**src/rtl/reaction_timer_core_pkg.sv**
```systemverilog
// Shared definitions for the reaction-time game controller and its display driver.
package reaction_timer_core_pkg;

    typedef enum logic [2:0] {
        S_IDLE   = 3'd0,
        S_WAIT   = 3'd1,
        S_LIT    = 3'd2,
        S_RESULT = 3'd3,
        S_ERROR  = 3'd4
    } state_e;

    localparam int          MAX_MS_DEFAULT = 9999;
    localparam logic [15:0] LFSR_SEED      = 16'hACE1;

    // One step of the 16-bit Fibonacci LFSR with taps 16,14,13,11; never reaches zero from a non-zero seed.
    function automatic logic [15:0] lfsrStep(input logic [15:0] s);
        return {s[14:0], s[15] ^ s[13] ^ s[12] ^ s[10]};
    endfunction

endpackage

```
**src/rtl/reaction_timer_core_btn_sync.sv**
```systemverilog
// Two-flop synchroniser for an asynchronous push button plus rising-edge detection,
// so a button held for any length of time yields a single one-cycle press.
module reaction_timer_core_btn_sync (
    input  logic clk,
    input  logic reset_n,
    input  logic btn_i,
    output logic press_o
);

    logic sync1_q;
    logic sync2_q;
    logic prev_q;

    // Metastability chain followed by a delayed copy used to find the rising edge.
    always_ff @(posedge clk or negedge reset_n) begin
        if (!reset_n) begin
            sync1_q <= 1'b0;
            sync2_q <= 1'b0;
            prev_q  <= 1'b0;
        end else begin
            sync1_q <= btn_i;
            sync2_q <= sync1_q;
            prev_q  <= sync2_q;
        end
    end

    assign press_o = sync2_q & ~prev_q;

endmodule

```
**src/rtl/reaction_timer_core.sv**
```systemverilog
// Reaction-time game controller: random wait, GO LED, millisecond count of the reaction,
// early-press detection, and registered value/error outputs for the 7-segment driver.
module reaction_timer_core
    import reaction_timer_core_pkg::*;
#(
    parameter int CLK_FREQ_HZ  = 50_000_000,
    parameter int MIN_DELAY_MS = 1000,
    parameter int RAND_BITS    = 11,
    parameter int MAX_MS       = MAX_MS_DEFAULT
) (
    input  logic        clk,
    input  logic        reset_n,
    input  logic        btn_start,
    input  logic        btn_react,
    output logic        led_go,
    output logic [13:0] value,
    output logic        show_error,
    output logic        result_valid
);

    localparam int          TICKS_PER_MS = CLK_FREQ_HZ / 1000;
    localparam int          PW           = (TICKS_PER_MS > 1) ? $clog2(TICKS_PER_MS) : 1;
    localparam logic [PW-1:0] PRESC_LAST = PW'(TICKS_PER_MS - 1);
    localparam logic [13:0] MIN_DELAY    = 14'(MIN_DELAY_MS);
    localparam logic [13:0] MAX_VAL      = 14'(MAX_MS);

    logic          startPress;
    logic          reactPress;
    logic          tick;
    logic          enterWait;
    logic          enterLit;
    logic [PW-1:0] presc_q;
    logic [PW-1:0] presc_d;
    logic [15:0]   lfsr_q;
    logic [13:0]   delayLoad;
    state_e        state_q;
    logic [13:0]   delayCnt_q;
    logic [13:0]   msCnt_q;
    logic [13:0]   value_q;
    logic          ledGo_q;
    logic          showError_q;
    logic          resultValid_q;

    reaction_timer_core_btn_sync u_startSync (
        .clk     (clk),
        .reset_n (reset_n),
        .btn_i   (btn_start),
        .press_o (startPress)
    );

    reaction_timer_core_btn_sync u_reactSync (
        .clk     (clk),
        .reset_n (reset_n),
        .btn_i   (btn_react),
        .press_o (reactPress)
    );

    // Decode state-entry events and the ms tick; the prescaler restarts on entry so the first ms is full length.
    always_comb begin
        enterWait = startPress && (state_q inside {S_IDLE, S_RESULT, S_ERROR});
        enterLit  = (state_q == S_WAIT) && !reactPress && (delayCnt_q == 14'd0);
        tick      = (presc_q == PRESC_LAST);
        delayLoad = MIN_DELAY + {{(14 - RAND_BITS){1'b0}}, lfsr_q[RAND_BITS-1:0]};
        presc_d   = tick ? '0 : presc_q + PW'(1);
        if (enterWait || enterLit) begin
            presc_d = '0;
        end
    end

    // Millisecond prescaler.
    always_ff @(posedge clk or negedge reset_n) begin
        if (!reset_n) begin
            presc_q <= '0;
        end else begin
            presc_q <= presc_d;
        end
    end

    // Free-running random source sampled when a round starts.
    always_ff @(posedge clk or negedge reset_n) begin
        if (!reset_n) begin
            lfsr_q <= LFSR_SEED;
        end else begin
            lfsr_q <= lfsrStep(lfsr_q);
        end
    end

    // Game FSM with all display-facing outputs registered; react has priority over expiry/timeout/tick.
    always_ff @(posedge clk or negedge reset_n) begin
        if (!reset_n) begin
            state_q       <= S_IDLE;
            delayCnt_q    <= 14'd0;
            msCnt_q       <= 14'd0;
            value_q       <= 14'd0;
            ledGo_q       <= 1'b0;
            showError_q   <= 1'b0;
            resultValid_q <= 1'b0;
        end else begin
            resultValid_q <= 1'b0;
            case (state_q)
                S_IDLE, S_RESULT, S_ERROR: begin
                    if (startPress) begin
                        state_q     <= S_WAIT;
                        delayCnt_q  <= delayLoad;
                        value_q     <= 14'd0;
                        showError_q <= 1'b0;
                    end
                end
                S_WAIT: begin
                    if (reactPress) begin
                        state_q     <= S_ERROR;
                        showError_q <= 1'b1;
                    end else if (delayCnt_q == 14'd0) begin
                        state_q <= S_LIT;
                        msCnt_q <= 14'd0;
                        ledGo_q <= 1'b1;
                    end else if (tick) begin
                        delayCnt_q <= delayCnt_q - 14'd1;
                    end
                end
                S_LIT: begin
                    if (reactPress) begin
                        state_q       <= S_RESULT;
                        value_q       <= msCnt_q;
                        ledGo_q       <= 1'b0;
                        resultValid_q <= 1'b1;
                    end else if (msCnt_q == MAX_VAL) begin
                        state_q       <= S_RESULT;
                        value_q       <= MAX_VAL;
                        ledGo_q       <= 1'b0;
                        resultValid_q <= 1'b1;
                    end else if (tick) begin
                        msCnt_q <= msCnt_q + 14'd1;
                        value_q <= msCnt_q + 14'd1;
                    end
                end
                default: begin
                    state_q <= S_IDLE;
                end
            endcase
        end
    end

    assign led_go       = ledGo_q;
    assign value        = value_q;
    assign show_error   = showError_q;
    assign result_valid = resultValid_q;

endmodule

```
**config.mk**
```make
export PLATFORM = sky130hd
export DESIGN_NAME = reaction_timer_core
export DESIGN_NICKNAME = d
export VERILOG_FILES = /design/src/rtl/reaction_timer_core_pkg.sv /design/src/rtl/reaction_timer_core_btn_sync.sv /design/src/rtl/reaction_timer_core.sv
export SDC_FILE = /design/constraint.sdc
export NUM_CORES = 1
export LEC_CHECK = 0
export ABC_CLOCK_PERIOD_IN_PS = 2680
export CORE_ASPECT_RATIO = 1.2
export CORE_UTILIZATION = 40
export DETAILED_ROUTE_END_ITERATION = 6
export GPL_ROUTABILITY_DRIVEN = 0
export GPL_TIMING_DRIVEN = 0
export SETUP_SLACK_MARGIN = 0.5
export SYNTH_ARGS = -nofsm -noshare
export SYNTH_HDL_FRONTEND = slang
export SYNTH_SLANG_ARGS = --single-unit
```
**constraint.sdc**
```tcl
create_clock -name clk -period 2.68 [get_ports clk]
set_input_delay 0.536 -clock clk [delete_from_list [all_inputs] [get_ports clk]]
set_output_delay 0.536 -clock clk [all_outputs]
set_load 0.01 [all_outputs]
```
Word-level counts from Yosys, hierarchy flattened --
Cells that the tools add are included.
Storage, ports and cells: bits in registers 86, logic and storage cells 96
Cells by class: reductions and logical operators 18, $add $sub $neg 4, equal/unequal tests 18, muxes and demuxes 34, bitwise operators 7
Operators by type and width (number):
- $mux 14 | 12
- $pmux 14 s2 | 3
- $mux 16 | 2
- $add 16x1->16 const B | 1
- $eq 16x16->1 const B | 1
- $ne 2x2->1 const B | 8
- $mux 3 | 5
- $add 14x1->14 const B | 1
- $eq 14x14->1 const B | 1
- $logic_not 14->1 | 1
- $sub 14x1->14 const B | 1
- $add 10x11->12 const A | 1
- $mux 1 | 9
- $pmux 3 s3 | 1
- $reduce_and 3->1 | 3
- $eq 3x2->1 const B | 2
- $reduce_and 6->1 | 1
- $reduce_bool 2->1 | 3
- $reduce_and 5->1 | 1
- $ne 4x4->1 const B | 1
- $pmux 1 s2 | 2
- $reduce_and 4->1 | 1
- $eq 3x1->1 const B | 1
- $eq 3x3->1 const B | 1
- other kinds (12) | 18

Longest topological paths before layout --
Gate-level depths: netlist of the first run.
depth in word-level cells 7, gate-level depth with buffers 9

Hierarchy --
From an unflattened synthesis of the first run, not the netlist that was laid out.
Unflattened totals: cell total of the unflattened synthesis 447, area total of the unflattened synthesis 4401.7 um^2
By module, submodules not included:
- reaction_timer_core | cells an instance 439, times used 1, area an instance 4224.1 um^2
- reaction_timer_core_btn_sync | cells an instance 4, times used 2, area an instance 88.8 um^2

Worst setup path before layout of the first run --
No wires, ideal clock.
kind register to register, start point register delayCnt_q[0], end point register msCnt_q[9], setup slack 0.275 ns, setup time 0.069 ns, data arrival time 2.336 ns, period minus slack after synthesis 2.405 ns, cell stages (with the launch flop) 8, cells stage by stage dfrtp_1 > inv_1 > ha_1 > or4b_2 > nor2_1 > a31oi_1 > or4_1 > nand3_1
On the way: longest elaborated chain between the ends 3
RTL lines:
- from (decl) | line reaction_timer_core.sv:37 | logic [13:0] delayCnt_q;
- from (signal assigned) | line reaction_timer_core.sv:104 | delayCnt_q <= delayLoad;
- from (signal assigned) | line reaction_timer_core.sv:118 | delayCnt_q <= delayCnt_q - 14'd1;
- $logic_not 14->1 | line reaction_timer_core.sv:113 | end else if (delayCnt_q == 14'd0) begin
- $ne 2x1->1 (no source line)
- $reduce_and 6->1 (no source line)
- to (signal assigned) | line reaction_timer_core.sv:133 | msCnt_q <= msCnt_q + 14'd1;
- to (decl) | line reaction_timer_core.sv:38 | logic [13:0] msCnt_q;
No other way between the ends. A chain may end at the register's enable or synchronous reset.

Worst setup path after layout of the first run --
start point register msCnt_q[12], end point register value_q[9], in the netlist value[9]
On the way: longest elaborated chain between the ends 4, elaborated cells between the ends (all ways) 6, those cells by class eq/ne (2); mux (3); reduce/logical (1)
RTL lines:
- $eq 14x14->1 * | line reaction_timer_core.sv:127 | end else if (msCnt_q == MAX_VAL) begin
- $mux 14 | line reaction_timer_core.sv:127
- $mux 14 | line reaction_timer_core.sv:122 | if (reactPress) begin
- $pmux 14 s2 | line reaction_timer_core.sv:100 | case (state_q)
- to (signal assigned) | line reaction_timer_core.sv:124 | value_q <= msCnt_q;
- to (signal assigned) | line reaction_timer_core.sv:134 | value_q <= msCnt_q + 14'd1;
- to (decl) | line reaction_timer_core.sv:39 | logic [13:0] value_q;
Every way passes the cells marked *; elsewhere a longest branch is shown, timed or not.

==> reports/metrics.csv, run 1 <==
metric,value,unit
hp-class,primary input to async pin,
setup_viol,0,
slew_headroom,0.505,
viasPerCell,5.75,
syn-cell-area,4510,um^2
numCtsBuffers,9,
core_area,11000,um^2
path_max_fanout,5,
seqCellArea,2170,um^2
r2r_slack,0.36,ns
antenna_found_initial,0,
placed_cell_area,4960,um^2
grt_pass1_wl,19.3,mm
timing.hold.ws,0.171,ns
seq_area_frac_synth,0.479,
worstMarginPinSlew,0.742,ns
internal_power,0.00255,W
clkPwrFrac,0.341,
start_kind,flop,
initial_core_util,0.409,
areaGrowthSynthToFinish,30.7,%
ant_nets,0,
synth_top_family_by_area,simple AND/OR/NAND/NOR gates,
synth_cell_type_count,66,
grt_setup_unrepaired,yes,
outcome,completed,
criticalPathCategory,flop to flop,
synth-simple-area-share,0.237,
hold_viol,0,
synth_compound_area_frac,0.163,
cts.htree.levels,3,
die_w,99.0,um
sw_frac_of_total,0.311,
cts_tree,done,
final_nets,536,
crit_required,2.91,ns
grt_pass1_vias,3790,
fin_crit_sh,0.865,
crit_buf_inv,2,
dieArea,11700,um^2
worstSkewPairLatency,0.34,ns
crit_path_top_delay_cell,or4b_4,
dp_hpwl,7.81,mm
p_leak,2.48,nW
wl_per_cell,17.9,um
clock_sinks,86,
maxCapViolations,0,
fillCellCount,987,
multiInputGateArea,2570,um^2
cts_max_path_buffers,2,
die_y,118,um
pwr_density_cell,627,nW/um^2
r2r_end,value[9],
vias,3824,
end_kind,flop,
utilization,0.535,
max_stage_delay,0.58,ns
synth.avg_cell_area,9.73,um^2
r2r_cells,7,
num_antenna_cells,0,
synth_seq_cells,86,
path_cells,or4b_4 > o41ai_4 > buf_4 > o31ai_4 > and2_4 > buf_8 > mux2_4,
fin_crit,2.32,ns
cp.arrival,2.55,ns
irDropWorstVdd,260,uV
rows,42,
grt_usage,0.212,
grt_max_degree,47,
drive_gt1_frac,0.280,
synth_fp_nets,472,
numPortBuffers,20,
hold_buffers,0,
pwr-share-comb,0.242,
clk_pin_slew,0.06,ns
synth_xor_area_frac,0.0485,
async_reset_ff_frac,1.00,
p_sw,0.00115,W
pwr-share-seq,0.417,
fmax,432,MHz
yosysWarnings,0,
drt-pass1-iter-count,5,
path_delay_family,simple AND/OR/NAND/NOR gates,
synth-edff-count,0,
synthAdderAreaFrac,0.0111,
syn_inst,464,
synth_flop_cell,dfrtp_1,
io_pins,21,
fin_skew,0.00748,ns
gr-total-overflow,0,
drc,0,
finalMaxSlewViolations,0,
routed_wirelength,11.9,mm
cts_root_buf,clkbuf_16,
synth_mux_area_frac,0.0316,
drt_iter0_drc,211,
worstReg2RegStart,msCnt_q[12],
final_area,5900,um^2
power by group through the flow:
stage | clock (W) | sequential (W) | combinational, W
after floorplan | 0 | 0.00152 | 0.000474
after global placement | 0 | 0.00154 | 0.000641
after detailed placement | 0 | 0.00154 | 0.000661
after CTS | 0.00129 | 0.00153 | 0.000786
after global routing | 0.00135 | 0.00156 | 0.000983
final | 0.00126 | 0.00154 | 0.000897
cell usage after synthesis (all sizes together), types with 4 or more instances:
master | count | area (um^2)
or3 | 9 | 56.3
a31oi | 6 | 37.5
o211ai | 4 | 30.0
mux2 | 10 | 113
ha | 4 | 50.1
and3 | 7 | 43.8
xnor2 | 13 | 114
inv | 13 | 48.8
o22ai | 5 | 31.3
nor3 | 18 | 90.1
dfstp | 8 | 210
nand2 | 36 | 135
or4b | 4 | 43.8
nor2 | 48 | 180
clkbuf | 20 | 75.1
nand4 | 8 | 50.1
or4 | 7 | 56.3
xor2 | 12 | 105
a211oi | 10 | 75.1
o21ai | 19 | 98.9
nand3 | 26 | 130
dfrtp | 78 | 1950
nor4 | 8 | 65.1
a21o | 9 | 67.6
nand2b | 11 | 68.8
a21oi | 17 | 85.1
or2 | 4 | 25.0
o31ai | 5 | 42.5
cells in the final DEF (no fill, tap or decap), types with 5 or more instances in the layout:
cell type	n
a211oi_1	10
o21ai_0	12
nand2b_1	11
xnor2_1	13
inv_1	10
nor4_1	5
or3_1	8
clkbuf_16	9
mux2_2	9
a21o_1	9
xor2_1	12
buf_4	23
nand2_4	5
nor3_1	16
nor2_1	45
dfrtp_1	74
nand4_1	8
dfstp_2	8
clkbuf_1	6
a21oi_1	16
buf_6	7
and3_1	7
clkbuf_2	13
clkdlybuf4s50_1	19
nand2_1	32
nand3_1	21
through the flow:
stage	instances	setup slack (ns)	setup TNS (ns)	total power, W
after floorplan	464	0.408	0	0.00199
after global placement	616	-2.12	-174.90	0.00218
after detailed placement	617	-0.222	-2.56	0.00220
after CTS	656	0.407	0	0.00361
after global routing	665	0.310	0	0.00389
final	665	0.363	0	0.00370
kinds of logic (layout without fill, tap and decap cells):
group / Yosys count / in the layout
and+or+nand+nor: 200 / 201
AOI/OAI and AO/OA: 102 / 102
DFF: 86 / 86
buffers and inverters: 34 / 102
xor gates and xnor gates: 25 / 25
muxes: 13 / 13
adders and majority gates: 4 / 4
worst max path at each step:
stage / slack (ns) / depth (start not counted) / end / start
global route: 0.31 / 7 / value[9] / msCnt_q[12]
CTS: 0.41 / 5 / delayCnt_q[2] / presc_q[12]
detailed placement: -0.22 / 9 / presc_q[11] / delayCnt_q[1]
finish: 0.36 / 7 / value[9] / msCnt_q[12]
floorplan: 0.41 / 6 / value[2] / msCnt_q[12]
global placement: -2.12 / 1 / u_reactSync.sync1_q / reset_n
repair_timing:
item,4_1_cts,5_1_grt
gates cloned,1,1
setup endpoints to repair,61,54
pin swaps,14,32
gates resized for setup,49,55
setup buffers,22,8
sequential cells by signal (all words and copies together) (netlist names), 3 cells and up:
signal,flops
lfsr_q,16
presc_q,16
value,14
delayCnt_q,14
msCnt_q,14
state_q,3
routing by layer:
layer / GRT usage / share of wire / vias up
li1: - / - / 1830
met1: 0.255 / 0.42 / 1881
met2: 0.361 / 0.51 / 85
met3: 0.0231 / 0.028 / 28
met4: 0.131 / 0.039 / 0
met5: 0 / 0 / -
layout make-up:
| cell class | count | share of cell area |
|---|---|---|
| plain buffers | 21 | 0.0210 |
| flip-flops and latches | 86 | 0.367 |
| well taps | 132 | 0.0280 |
| clock inverters | 5 | 0.0102 |
| multi-input cells | 345 | 0.435 |
| inverters | 13 | 0.00870 |
| repair buffers | 52 | 0.0882 |
| clock buffers | 11 | 0.0411 |
Power figures use the tool's default switching activity.
==> run 2, diff against run 1 <==
- ABC_CLOCK_PERIOD_IN_PS: 2680 -> default
- DONT_BUFFER_PORTS: default -> 1
==> reports/metrics.csv, run 2 (synthesis gave the netlist of run 1 again) <==
metric,value,unit,change
outcome,"complete, but fails checks",,was completed
violations,negative hold slack,,
path_max_fanout,7,,was 5
hold_viol,78,,was 0
wl_met3,317,um,was 337 um
r2r_end,delayCnt_q[0],,was value[9]
slew_headroom,0.502,,was 0.505
p_leak,2.48,nW,about the same
drive_gt1_frac,0.280,,about the same
grt_max_degree,87,,was 47
hp-class,primary input to async pin,,unchanged
worstMarginPinSlew,0.747,ns,was 0.742 ns
mostFrequentLayoutCell,dfrtp_1,,unchanged
fmax,435,MHz,was 432 MHz
wl_per_cell,17.6,um,was 17.9 um
fillCellCount,986,,was 987
crit_cells,6,,was 7
grt_pass1_wl,18.5,mm,was 19.3 mm
areaGrowthSynthToFinish,26.7,%,was 30.7%
cts.htree.levels,3,,unchanged
die_y,118,um,unchanged
antenna_found_initial,0,,unchanged
io_pins,21,,unchanged
fin_crit_sh,0.858,,was 0.865
path_cells,or4bb_4 > or4_4 > o21ai_4 > nand2_4 > buf_4 > o2bb2a_4,,was or4b_4 > o41ai_4 > buf_4 > o31ai_4 > and2_4 > buf_8 > mux2_4
cts_tree,done,,unchanged
clk_pin_slew,0.06,ns,about the same
top_layer_used,met4,,unchanged
path_delay_family,simple AND/OR/NAND/NOR gates,,unchanged
crit_path_top_delay_cell,or4_4,,was or4b_4
crit_required,2.96,ns,was 2.91 ns
die_w,99.0,um,unchanged
maxCapViolations,0,,unchanged
r2r_slack,0.38,ns,was 0.36 ns
finalSetupTns,0,ns,unchanged
gr-total-overflow,0,,unchanged
worstSkewPairLatency,0.34,ns,about the same
clock_sinks,86,,unchanged
max_stage_delay,0.60,ns,was 0.58 ns
worstReg2RegStart,presc_q[7],,was msCnt_q[12]
grt_usage,0.202,,was 0.212
wl_met2,5.96,mm,was 6.06 mm
finalMaxSlewViolations,0,,unchanged
pwr_density_cell,651,nW/um^2,was 627 nW/um^2
pwr-share-comb,0.222,,was 0.242
fin_skew,0.00677,ns,was 0.00748 ns
startpoint,presc_q[7],,was msCnt_q[12]
placed_cell_area,4740,um^2,was 4960 um^2
wl_met1,4.93,mm,was 5.04 mm
crit_buf_inv,1,,was 2
ant_nets,0,,unchanged
numCtsBuffers,9,,unchanged
cts_root_buf,clkbuf_16,,unchanged
initial_core_util,0.409,,unchanged
drt_iter0_drc,255,,was 211
vias,3742,,"was 3,824"
sw_frac_of_total,0.296,,was 0.311
grt_setup_unrepaired,yes,,unchanged
routed_wirelength,11.5,mm,was 11.9 mm
rows,42,,unchanged
numPortBuffers,0,,was 20
num_antenna_cells,0,,unchanged
fin_crit,2.30,ns,was 2.32 ns
dieArea,11700,um^2,unchanged
irDropWorstVdd,310,uV,was 260 uV
pwr-share-seq,0.415,,was 0.417
drt-pass1-iter-count,4,,was 5
largest_registers,"lfsr_q x16, presc_q x16",,unchanged
clkPwrFrac,0.364,,was 0.341
setup_viol,0,,unchanged
viasPerCell,5.72,,was 5.75
layout_common_cells,"dfrtp_1 (76), nor2_1 (46), buf_4 (35)",,"was dfrtp_1 (74), nor2_1 (45), nand2_1 (32)"
internal_power,0.00262,W,was 0.00255 W
utilization,0.518,,was 0.535
dp_hpwl,7.44,mm,was 7.81 mm
timing.hold.ws,-0.113,ns,was 0.171 ns
final_nets,525,,was 536
grt_pass1_vias,3670,,"was 3,790"
criticalPathCategory,flop to flop,,unchanged
r2r_cells,6,,was 7
p_sw,0.00110,W,was 0.00115 W
core_area,11000,um^2,unchanged
cp.arrival,2.59,ns,was 2.55 ns
end_kind,flop,,unchanged
endpoint,delayCnt_q[0],,was value[9]
start_kind,flop,,unchanged
final_area,5720,um^2,was 5900 um^2
cts_max_path_buffers,2,,unchanged
drc,0,,unchanged
run 2: changes by cell type in the layout (fill, tap and decap cells not counted), moves of 3 or more:
cell | previous run | this run
buf_4 | 23 | 35
clkdlybuf4s50_1 | 19 | 0
nand2_4 | 5 | 2
o22ai_1 | 1 | 4
run 2: metrics by stage:
| step | cells | power, W | setup slack [ns] |
|---|---|---|---|
| after floorplan | 464 | 0.00199 | 0.408 |
| after detailed placement | 596 | 0.00215 | -0.0582 |
| final | 654 | 0.00372 | 0.379 |
| after global routing | 654 | 0.00391 | 0.328 |
| after global placement | 596 | 0.00214 | -0.0173 |
| after CTS | 634 | 0.00362 | 0.383 |
run 2: area by class of cell:
class	instances	area, um^2	area share
multi-input combinational	344	2530	0.442
sequential	86	2160	0.379
timing repair buffer	42	368	0.0643
clock buffer	10	239	0.0418
tap	132	165	0.0289
buffer	21	123	0.0214
clock inverter	6	83.8	0.0147
inverter	13	48.8	0.00853
run 2: timing repair:
action	in CTS	in global routing
endpoints found under the hold margin	78	78
pin swaps	13	13
endpoints found under the setup margin	60	51
gates resized for setup	44	39
buffers inserted	22	19
cloned	0	1
run 2: layer usage:
metal	vias up	global-route usage
met5	-	0
met4	0	0.0886
met3	23	0.0384
met2	72	0.344
met1	1830	0.248
li1	1817	-
run 2: power by group through the flow:
stage | Clock (W) | Sequential, W | Combinational, W
after floorplan | 0 | 0.00152 | 0.000474
after global placement | 0 | 0.00154 | 0.000595
after detailed placement | 0 | 0.00155 | 0.000597
after CTS | 0.00138 | 0.00153 | 0.000710
after global routing | 0.00144 | 0.00156 | 0.000905
final | 0.00135 | 0.00154 | 0.000824
run 2: how the worst min path moves through the flow:
stage,end,slack [ns],cells past startpoint
global route,value[8],-0.13,0
floorplan,delayCnt_q[0],0.24,0
global placement,value[8],0.24,0
CTS,value[8],-0.13,0
finish,value[8],-0.11,0
detailed placement,value[8],0.24,0
==> run 3, diff against run 2 <==
- CAP_MARGIN: default -> 10
==> results of run 3 <==
No change in the layout: final DEF, timing and power equal those of run 2.
